<file path="config.mk">
export PLATFORM = sky130hd
export DESIGN_NAME = mem_arbiter
export DESIGN_NICKNAME = d
export VERILOG_FILES = /design/src/rtl/mem_arbiter.sv
export SDC_FILE = /design/constraint.sdc
export NUM_CORES = 1
export LEC_CHECK = 0
export BUFFER_PORTS_ARGS = -buffer_cell sky130_fd_sc_hd__buf_2
export CAP_MARGIN = 25
export CORE_UTILIZATION = 25
export CTS_CLUSTER_DIAMETER = 100
export DETAILED_ROUTE_END_ITERATION = 12
export GPL_TIMING_DRIVEN = 0
export MAX_ROUTING_LAYER = met4
export PLACE_DENSITY_LB_ADDON = 0.12
export SYNTH_ARGS = -nofsm -noshare
export SYNTH_HDL_FRONTEND = slang
export SYNTH_SLANG_ARGS = --single-unit
</file>
<file path="constraint.sdc">
create_clock -name clk -period 2.7 [get_ports clk]
set_clock_uncertainty 0.2 [all_clocks]
set_input_delay 0 -clock clk [delete_from_list [all_inputs] [get_ports clk]]
set_output_delay 0 -clock clk [all_outputs]
set_load 0.05 [all_outputs]
</file>
<file path="src/rtl/mem_arbiter.sv">
`default_nettype none
// ============================================================================
// Module   : mem_arbiter
// Purpose  : Round-robin arbiter that shares one single-port SRAM between a
//            read-only fetch requester and a read/write execute requester.
//            Only one access is in flight at a time.
//            Access flow: IDLE -> ISSUE -> (WAIT) -> DONE -> IDLE.
// Ports    : clk, reset_n            clock, async active-low reset
//            i_f_req/i_f_addr        fetch request (read only)
//            o_f_gnt/o_f_valid/o_f_rdata   fetch grant, response, read data
//            i_x_req/i_x_we/i_x_addr/i_x_wdata  execute request
//            o_x_gnt/o_x_valid/o_x_rdata   execute grant, response, read data
//            o_mem_cs/o_mem_we/o_mem_addr/o_mem_wdata/i_mem_rdata  SRAM port
//            o_busy                  high whenever the FSM is not in IDLE
// Revision : 1.0 - initial release
// ============================================================================
module mem_arbiter #(
  parameter int AWIDTH = 12,
  parameter int DWIDTH = 16,
  parameter int RD_LAT = 2   // SRAM read latency, legal range 1..4
) (
  input  logic              clk,
  input  logic              reset_n,
  input  logic              i_f_req,
  input  logic [AWIDTH-1:0] i_f_addr,
  output logic              o_f_gnt,
  output logic              o_f_valid,
  output logic [DWIDTH-1:0] o_f_rdata,
  input  logic              i_x_req,
  input  logic              i_x_we,
  input  logic [AWIDTH-1:0] i_x_addr,
  input  logic [DWIDTH-1:0] i_x_wdata,
  output logic              o_x_gnt,
  output logic              o_x_valid,
  output logic [DWIDTH-1:0] o_x_rdata,
  output logic              o_mem_cs,
  output logic              o_mem_we,
  output logic [AWIDTH-1:0] o_mem_addr,
  output logic [DWIDTH-1:0] o_mem_wdata,
  input  logic [DWIDTH-1:0] i_mem_rdata,
  output logic              o_busy
);

  localparam int CNT_W = 3;

  typedef enum logic [1:0] {
    S_IDLE  = 2'd0,
    S_ISSUE = 2'd1,
    S_WAIT  = 2'd2,
    S_DONE  = 2'd3
  } state_t;

  state_t              state_q, state_d;
  logic                win_x_q, win_x_d;     // 1: current access belongs to execute
  logic                last_x_q, last_x_d;   // 1: execute was granted last
  logic [AWIDTH-1:0]   addr_q, addr_d;
  logic                we_q, we_d;
  logic [DWIDTH-1:0]   wdata_q, wdata_d;
  logic [CNT_W-1:0]    cnt_q, cnt_d;
  logic [DWIDTH-1:0]   f_rdata_q, f_rdata_d;
  logic [DWIDTH-1:0]   x_rdata_q, x_rdata_d;
  logic                pick_x;

  // Execute wins when it is the only requester, or on a tie when fetch
  // was the last one served.
  assign pick_x = i_x_req & (~i_f_req | ~last_x_q);

  always_comb begin
    state_d   = state_q;
    win_x_d   = win_x_q;
    last_x_d  = last_x_q;
    addr_d    = addr_q;
    we_d      = we_q;
    wdata_d   = wdata_q;
    cnt_d     = cnt_q;
    f_rdata_d = f_rdata_q;
    x_rdata_d = x_rdata_q;
    case (state_q)
      S_IDLE: begin
        if (i_f_req || i_x_req) begin
          state_d  = S_ISSUE;
          win_x_d  = pick_x;
          last_x_d = pick_x;
          addr_d   = pick_x ? i_x_addr : i_f_addr;
          we_d     = pick_x & i_x_we;   // fetch never writes
          wdata_d  = pick_x ? i_x_wdata : '0;
        end
      end
      S_ISSUE: begin
        if (we_q) begin
          state_d = S_DONE;
        end else begin
          state_d = S_WAIT;
          cnt_d   = CNT_W'(RD_LAT - 1);
        end
      end
      S_WAIT: begin
        if (cnt_q == '0) begin
          state_d = S_DONE;
          if (win_x_q) x_rdata_d = i_mem_rdata;
          else         f_rdata_d = i_mem_rdata;
        end else begin
          cnt_d = cnt_q - 1'b1;
        end
      end
      S_DONE: begin
        state_d = S_IDLE;
      end
      default: begin
        state_d = S_IDLE;
      end
    endcase
  end

  always_ff @(posedge clk or negedge reset_n) begin
    if (!reset_n) begin
      state_q   <= S_IDLE;
      win_x_q   <= 1'b0;
      last_x_q  <= 1'b1;   // fetch wins the first tie
      addr_q    <= '0;
      we_q      <= 1'b0;
      wdata_q   <= '0;
      cnt_q     <= '0;
      f_rdata_q <= '0;
      x_rdata_q <= '0;
    end else begin
      state_q   <= state_d;
      win_x_q   <= win_x_d;
      last_x_q  <= last_x_d;
      addr_q    <= addr_d;
      we_q      <= we_d;
      wdata_q   <= wdata_d;
      cnt_q     <= cnt_d;
      f_rdata_q <= f_rdata_d;
      x_rdata_q <= x_rdata_d;
    end
  end

  // All outputs decode from state and latched registers only.
  assign o_busy      = (state_q != S_IDLE);
  assign o_mem_cs    = (state_q == S_ISSUE);
  assign o_mem_we    = (state_q == S_ISSUE) & we_q;
  assign o_mem_addr  = addr_q;
  assign o_mem_wdata = wdata_q;
  assign o_f_gnt     = (state_q == S_ISSUE) & ~win_x_q;
  assign o_x_gnt     = (state_q == S_ISSUE) &  win_x_q;
  assign o_f_valid   = (state_q == S_DONE)  & ~win_x_q;
  assign o_x_valid   = (state_q == S_DONE)  &  win_x_q;
  assign o_f_rdata   = f_rdata_q;
  assign o_x_rdata   = x_rdata_q;

endmodule
`default_nettype wire

</file>
-- Yosys cells after proc, flatten, opt, wreduce, memory -nomap -nowiden
Index checks and enable logic that the tools add are counted.
- word-level logic and storage cells: 47
- input bits: 61
- output and inout bits: 67
- register bits: 68
- muxes and demuxes: 9
- equal/unequal tests: 7
- reductions and logical operators: 10
- bitwise gates (word level): 11
- add/subtract/negate cells: 1
- operator list (cell ; count):
    $mux 16 ; 1
    $mux 12 ; 1
    $reduce_and 3->1 ; 3
    $ne 2x2->1 const B ; 4
    $pmux 2 s4 ; 1
    $and 1x1->1 ; 7
    $mux 3 ; 2
    $pmux 3 s2 ; 1
    $eq 2x2->1 const B ; 2
    $mux 2 ; 2
    $reduce_and 2->1 ; 2
    $reduce_bool 2->1 ; 2
    $logic_not 3->1 ; 1
    $not 1->1 ; 3
    $sub 3x1->3 const B ; 1
    $eq 2x1->1 const B ; 1
    $logic_not 2->1 ; 1
    $logic_or 1x1->1 ; 1
    $mux 1 ; 1
    $or 1x1->1 ; 1

-- Depth between registers and ports, before layout
Gate-level depths: netlist of the first run.
- depth in word-level cells: 4
- gate-level depth with buffers: 8
- depth with buffers taken out: 6

-- Worst setup path before layout of the first run
Ideal clock, no wire load.
- kind: register to register
- start point: register state_q[1]
- end point: register state_q[0]
- stages on the path, launching flop included: 6
- path buffers: 0
- setup time: 0.087 ns
- data arrival time: 1.735 ns
- clock period less this slack: 2.022 ns
- data required time: 2.413 ns
- setup slack: 0.678 ns
- cell sequence: dfrtp_1 -> inv_1 -> ha_1 -> and2_1 -> nor3_1 -> a22oi_1
- elaborated cells on any way between the ends: 8
- classes of those cells: eq/ne: 5; mux: 1; reduce/logical: 2
- RTL lines (element ; line ; RTL):
    start, declared ; 53 ; state_t state_q, state_d;
    start signal, assigned ; 127 ; state_q <= state_d;
    $eq 2x1->1 ; n/a ;
    via o_mem_cs ; 36 ; output logic o_mem_cs,
    $pmux 2 s4 ; 78 ; case (state_q)
The timed path passes the listed nets, and every way through them passes these cells.
A chain may end at the register's enable or synchronous reset.

-- Final worst setup path of the first run
- start point: register state_q[1]
- end point: register addr_q[4] (netlist: o_mem_addr[4])
- cells in the longest elaborated chain, start to end: 2
- ends and longest elaborated chain (element ; line ; RTL):
    $logic_not 2->1 ; 78 ;
    $reduce_and 2->1 (no line) ; n/a ;
    end signal, assigned ; 130 ; addr_q <= addr_d;
    end, declared ; 56 ; logic [AWIDTH-1:0] addr_q, addr_d;
Every way passes these cells.

==> results of run 1 <==
## placed cells by master (no fill, tap or decap), drive strengths merged, types with 2 or more instances in the layout
cell type,synthesis,final
a21boi,2,2
a21o,2,2
a21oi,25,25
a22o,17,17
and2,3,3
buf,5,134
bufinv,0,4
clkbuf,5,15
dfrtp,67,67
dlygate4sd3,0,61
ha,7,7
inv,6,6
mux2,33,33
nand2,15,15
nor2,17,17
nor2b,2,2
nor3,2,2
o2bb2ai,2,2
## sequential cells by signal (all words and copies together), names as in the netlist
name / count
cnt_q: 3
last_x_q: 1
o_f_rdata: 16
o_mem_addr: 12
o_mem_wdata: 16
o_x_rdata: 16
state_q: 2
we_q: 1
win_x_q: 1
## timing repair
item | in CTS | in global routing
hold buffers | 62 | 0
hold endpoints to repair | 129 | 0
setup buffers | 0 | 0
setup endpoints to repair | 0 | 0
## cells by family (layout without fill, tap and decap cells)
kind of cell / after synthesis / after routing / synth area share, %
fa+ha+maj: 7 / 7 / 3.073
mux: 33 / 33 / 14.35
flops: 68 / 68 / 59.75
compound gates: 53 / 53 / 12.64
buf+inv: 16 / 222 / 3.161
simple gates: 43 / 43 / 7.024
## report_power, final
group | total, W | switching, W | internal (W)
clock network | 0.00144 | 0.000439 | 0.000998
registers | 0.00180 | 0.000264 | 0.00153
logic | 0.00366 | 0.00250 | 0.00116
total | 0.00690 | 0.00320 | 0.00369
## through the flow
step           power [W]  utilization (%)
2_1_floorplan   0.004457                -
3_3_place_gp    0.005237            33.33
3_5_place_dp    0.005264            33.54
4_1_cts         0.006974            42.61
5_1_grt         0.007291            42.61
6_report        0.006896            42.61
## final cells by class
| cell class | instances | area, um^2 |
|---|---|---|
| fillers | 1029 | 6304 |
| flip-flops and latches | 68 | 1703 |
| repair buffers | 190 | 1289 |
| multi-input cells | 136 | 1057 |
| clock buffers | 10 | 229.0 |
| well taps | 140 | 175.2 |
| clock inverters | 6 | 136.4 |
| plain buffers | 10 | 67.56 |
| inverters | 6 | 22.52 |
## critical path, stage by stage, from the launching register on
cell,delay (ps)
dfrtp_1,410
inv_1,110
ha_1,250
o21ai_1,170
clkbuf_1,450
a21oi_1,80
a21oi_1,160
dlygate4sd3_1,570
## how the worst max path moves through the flow
stage,cells past startpoint,startpoint,slack [ps],end
after floorplan,5,state_q[1],680,state_q[0]
after global placement,8,cnt_q[0],660,o_f_rdata[1]
after detailed placement,8,cnt_q[0],650,o_f_rdata[10]
after CTS,7,state_q[1],170,o_mem_addr[4]
after global routing,7,state_q[1],20,o_mem_addr[3]
final,7,state_q[1],220,o_mem_addr[4]
## routing by layer
layer	track usage [%]	vias up
li1	-	1178
met1	16.37	1161
met2	20.21	98
met3	3.347	9
met4	4.923	0
met5	-	-
==> flow_metrics.env, run 1 <==
export IMPL_async_reset_ff_share_pct=100.0
export IMPL_final_area_um2=4679
export IMPL_grt_pass1_wl_um=11500
export IMPL_synth_warnings=0
export IMPL_fin_crit_sh_pct=91.67
export IMPL_grt_pass1_vias=2424
export IMPL_diodes=0
export IMPL_critPathKind="flip-flop to flip-flop"
export IMPL_min_period_ps=2475
export IMPL_placed_area_um2=3684
export IMPL_area_delta_synth_final_pct=64.18
export IMPL_critPathArrivalTime_ps=2520
export IMPL_r2r_cells=7
export IMPL_avgSynthCellArea_um2=12.96
export IMPL_min_to="state_q[0]"
export IMPL_yosysUniqueCellTypes=31
export IMPL_die_w_um=108.8
export IMPL_grt_remaining_overflow=0
export IMPL_ys_ff_latch=68
export IMPL_finalMaxSlewViolations=0
export IMPL_die_height_um=108.8
export IMPL_cts_max_level=3
export IMPL_worst_setup_path_start_kind="flip-flop"
export IMPL_via_count=2446
export IMPL_die_area_um2=11830
export IMPL_dp_worst_setup_slack_ps=650.1
export IMPL_coreArea_um2=10980
export IMPL_cts_root_buf="clkbuf_16"
export IMPL_path_max_fanout=10
export IMPL_ir_drop_mv=0.7439
export IMPL_syn_instance_count=220
export IMPL_ys_seq_area_share_pct=59.75
export IMPL_whs_ps=-0.6955
export IMPL_wl_per_cell_um=12.85
export IMPL_gp_congestion=0.6649
export IMPL_clk_pin_slew_ps=60
export IMPL_hp_start="i_f_req"
export IMPL_cts_resized=0
export IMPL_portBuffers=127
export IMPL_nets=489
export IMPL_drv_cap=0
export IMPL_finalHoldViolCount=1
export IMPL_powerDensity_nw_per_um2=1474
export IMPL_maxSlewHeadroom_pct=64.81
export IMPL_fmaxAchievable_mhz=404.0
export IMPL_met1Wirelength_um=3447
export IMPL_dr_pass1_iters=4
export IMPL_dpl_cell_count=488
export IMPL_route_met2_wl_um=3233
export IMPL_dr_max_layer_used="met4"
export IMPL_synth_edf_count=0
export IMPL_min_path_type="input pin to flip-flop"
export IMPL_rsz0062_at_grt="false"
export IMPL_yosysTopAreaCell="dfrtp_1"
export IMPL_synth_area_leaders="dfrtp_1 (59%), mux2_2 (9.1%), mux2_4 (5.3%), a22o_1 (5.2%), a21oi_1 (4.4%)"
export IMPL_min_path_cells=4
export IMPL_dpl_hpwl_um=4986
export IMPL_drc_errors=0
export IMPL_clock_latency_ps=320
export IMPL_finalNonFillerCells=566
export IMPL_syn_area_um2=2850
export IMPL_first_iter_violations=67
export IMPL_finalSetupViolations=0
export IMPL_status="complete, but fails checks"
export IMPL_post_drt_via_cell_ratio=4.322
export IMPL_violations="negative hold slack"
export IMPL_cts_tree="built"
export IMPL_antenna_left=0
export IMPL_required_ps=2750
export IMPL_regToRegSetupSlack_ps=220
export IMPL_grt_usage_pct=13.06
export IMPL_fin_ws_ps=224.8
export IMPL_io_pins=128
export IMPL_cts_buffers=9
export IMPL_clock_sinks=68
export IMPL_syn_nets=288
export IMPL_drive_above_1_share_pct=43.90
export IMPL_clockBufferDepth=2
export IMPL_met3_wirelength_um=496
export IMPL_grt_max_degree=39
export IMPL_synth_top_cell_area_share_pct=58.82
export IMPL_yosysMostFrequentCell="dfrtp_1"
export IMPL_r2r_start="state_q[1]"
export IMPL_antenna_found_initial=0
export IMPL_tightest_slew_ps=527.8
export IMPL_worstSetupEndpointType="flip-flop"
export IMPL_synth_top_cells_by_count="dfrtp_1 (67), a21oi_1 (25), mux2_2 (23)"
export IMPL_start_util_pct=25.95
export IMPL_p_leak_nw=2.312
export IMPL_rows=38
export IMPL_setup_tns_ps=0
export IMPL_finalWirelength_um=7272
export IMPL_r2r_end="o_mem_addr[4]"
export IMPL_ys_flop_type="dfrtp_1"
(Power assumes the default switching activity.)
==> run 2, diff against run 1 <==
Settings changed: BUFFER_PORTS_ARGS -buffer_cell sky130_fd_sc_hd__buf_2 to not set, DONT_BUFFER_PORTS set to 1.
==> flow_metrics.env, run 2 (synthesis gave the netlist of run 1 again) <==
export IMPL_fmaxAchievable_mhz=405.2
export IMPL_grt_max_degree=69
export IMPL_portBuffers=0
export IMPL_dpl_hpwl_um=4371
export IMPL_dr_pass1_iters=4
export IMPL_finalNonFillerCells=448
export IMPL_cts_tree="built"
export IMPL_io_pins=128
export IMPL_rows=38
export IMPL_cts_max_level=3
export IMPL_final_common_cell="dlygate4sd3_1"
export IMPL_critPathMaxStageDelay_ps=560
export IMPL_clockBufferDepth=2
export IMPL_cp_num_buf_inv=3
export IMPL_finalSetupViolations=0
export IMPL_grt_remaining_overflow=0
export IMPL_clk_pin_slew_ps=60
export IMPL_post_cts_buffers=0
export IMPL_critPathKind="flip-flop to flip-flop"
export IMPL_nets=371
export IMPL_min_period_ps=2468
export IMPL_crit_chain="inv_1 > ha_1 > o21a_1 > clkbuf_1 > nor2_1 > a21oi_1 > dlygate4sd3_1"
export IMPL_diodes=0
export IMPL_required_ps=2760
export IMPL_status="finished clean"
export IMPL_via_count=2041
export IMPL_finalMaxSlewViolations=0
export IMPL_cp_slowest_cell="dlygate4sd3_1"
export IMPL_grt_usage_pct=11.84
export IMPL_critPathArrivalTime_ps=2530
export IMPL_cp_top_family="buffers and inverters"
export IMPL_area_delta_synth_final_pct=43.59
export IMPL_worst_setup_path_start_kind="flip-flop"
export IMPL_tightest_slew_ps=927.9
export IMPL_clock_latency_ps=320
export IMPL_start_util_pct=25.95
export IMPL_min_path_type="input pin to flip-flop"
export IMPL_drive_above_1_share_pct=19.48
export IMPL_die_w_um=108.8
export IMPL_setup_tns_ps=0
export IMPL_die_area_um2=11830
export IMPL_finalWirelength_um=6707
export IMPL_drv_cap=0
export IMPL_cts_root_buf="clkbuf_16"
export IMPL_dpl_cell_count=360
export IMPL_wl_per_cell_um=14.97
export IMPL_first_iter_violations=59
export IMPL_gp_congestion=0.6619
export IMPL_final_core_util_pct=37.26
export IMPL_cts_buffers=9
export IMPL_path_max_fanout=10
export IMPL_rsz0062_at_grt="false"
export IMPL_final_cell_mix="dlygate4sd3_1 (71), dfrtp_1 (67), a21oi_1 (25)"
export IMPL_antenna_left=0
export IMPL_grt_pass1_wl_um=10290
export IMPL_coreArea_um2=10980
export IMPL_die_height_um=108.8
export IMPL_drc_errors=0
export IMPL_antenna_found_initial=0
export IMPL_clock_sinks=68
export IMPL_finalHoldViolCount=0
export IMPL_grt_pass1_vias=2154
export IMPL_fin_crit_sh_pct=91.41
export IMPL_maxSlewHeadroom_pct=38.01
export IMPL_post_drt_via_cell_ratio=4.556
export IMPL_worstSetupEndpointType="flip-flop"
export IMPL_whs_ps=0.1842
==> run 2: changes by cell type in the layout (fill, tap and decap cells not counted), moves of 2 or more <==
cell / before / now
dlygate4sd3_1: 61 / 71
bufinv_16: 4 / 2
buf_12: 3 / 1
buf_2: 128 / 2
==> run 2: tightest hold or removal path: stages <==
cell and delay, ps:
o21ai_1 80, clkbuf_2 230, a21o_1 210
==> run 2: final timing paths <==
check | from | endpoint | slack, ps | cells after the start
hold reg to reg | cnt_q[2] | cnt_q[2] | 290 | 1
setup / recovery | state_q[0] | o_mem_addr[4] | 230 | 7
min in group asynchronous | reset_n | o_f_rdata[15] | 30 | 2
hold / removal | i_x_req | last_x_q | 0.2 | 3
max in group asynchronous | reset_n | last_x_q | 1960 | 2
setup reg to reg | state_q[0] | o_mem_addr[4] | 230 | 7
==> run 2: cell type report <==
class | count | area, um^2
buffer | 10 | 68.82
clock buffer | 11 | 242.7
clock inverter | 5 | 85.08
fill | 1064 | 6890
inverter | 6 | 22.52
multi-input combinational | 136 | 1057
sequential | 68 | 1703
tap | 140 | 175.2
timing repair buffer | 72 | 738.2
==> run 2: repair_timing <==
action,4_1_cts,5_1_grt
hold buffers,72,0
setup endpoints to repair,0,1
resized for setup,0,2
hold endpoints to repair,131,0
==> run 2: per-stage QoR <==
step / cell area (um^2) / setup WS, ps
after floorplan: 2850 / 677.7
after global routing: 4093 / 19.37
final: 4093 / 232.0
after CTS: 4091 / 180.8
after detailed placement: 3025 / 493.7
after global placement: 3025 / 521.1
==> run 2: routing by layer <==
layer | wire length [um] | vias to the layer above | track usage (%)
li1 | - | 942 | -
met4 | 99 | 0 | 4.923
met5 | 0 | - | -
met2 | 3004 | 100 | 17.68
met3 | 593 | 10 | 4.423
met1 | 3010 | 989 | 14.31
Power of run 2 is left out: the tool's default activity adds up to more than one toggle a clock period on the data nets, which glitch-free logic cannot reach.
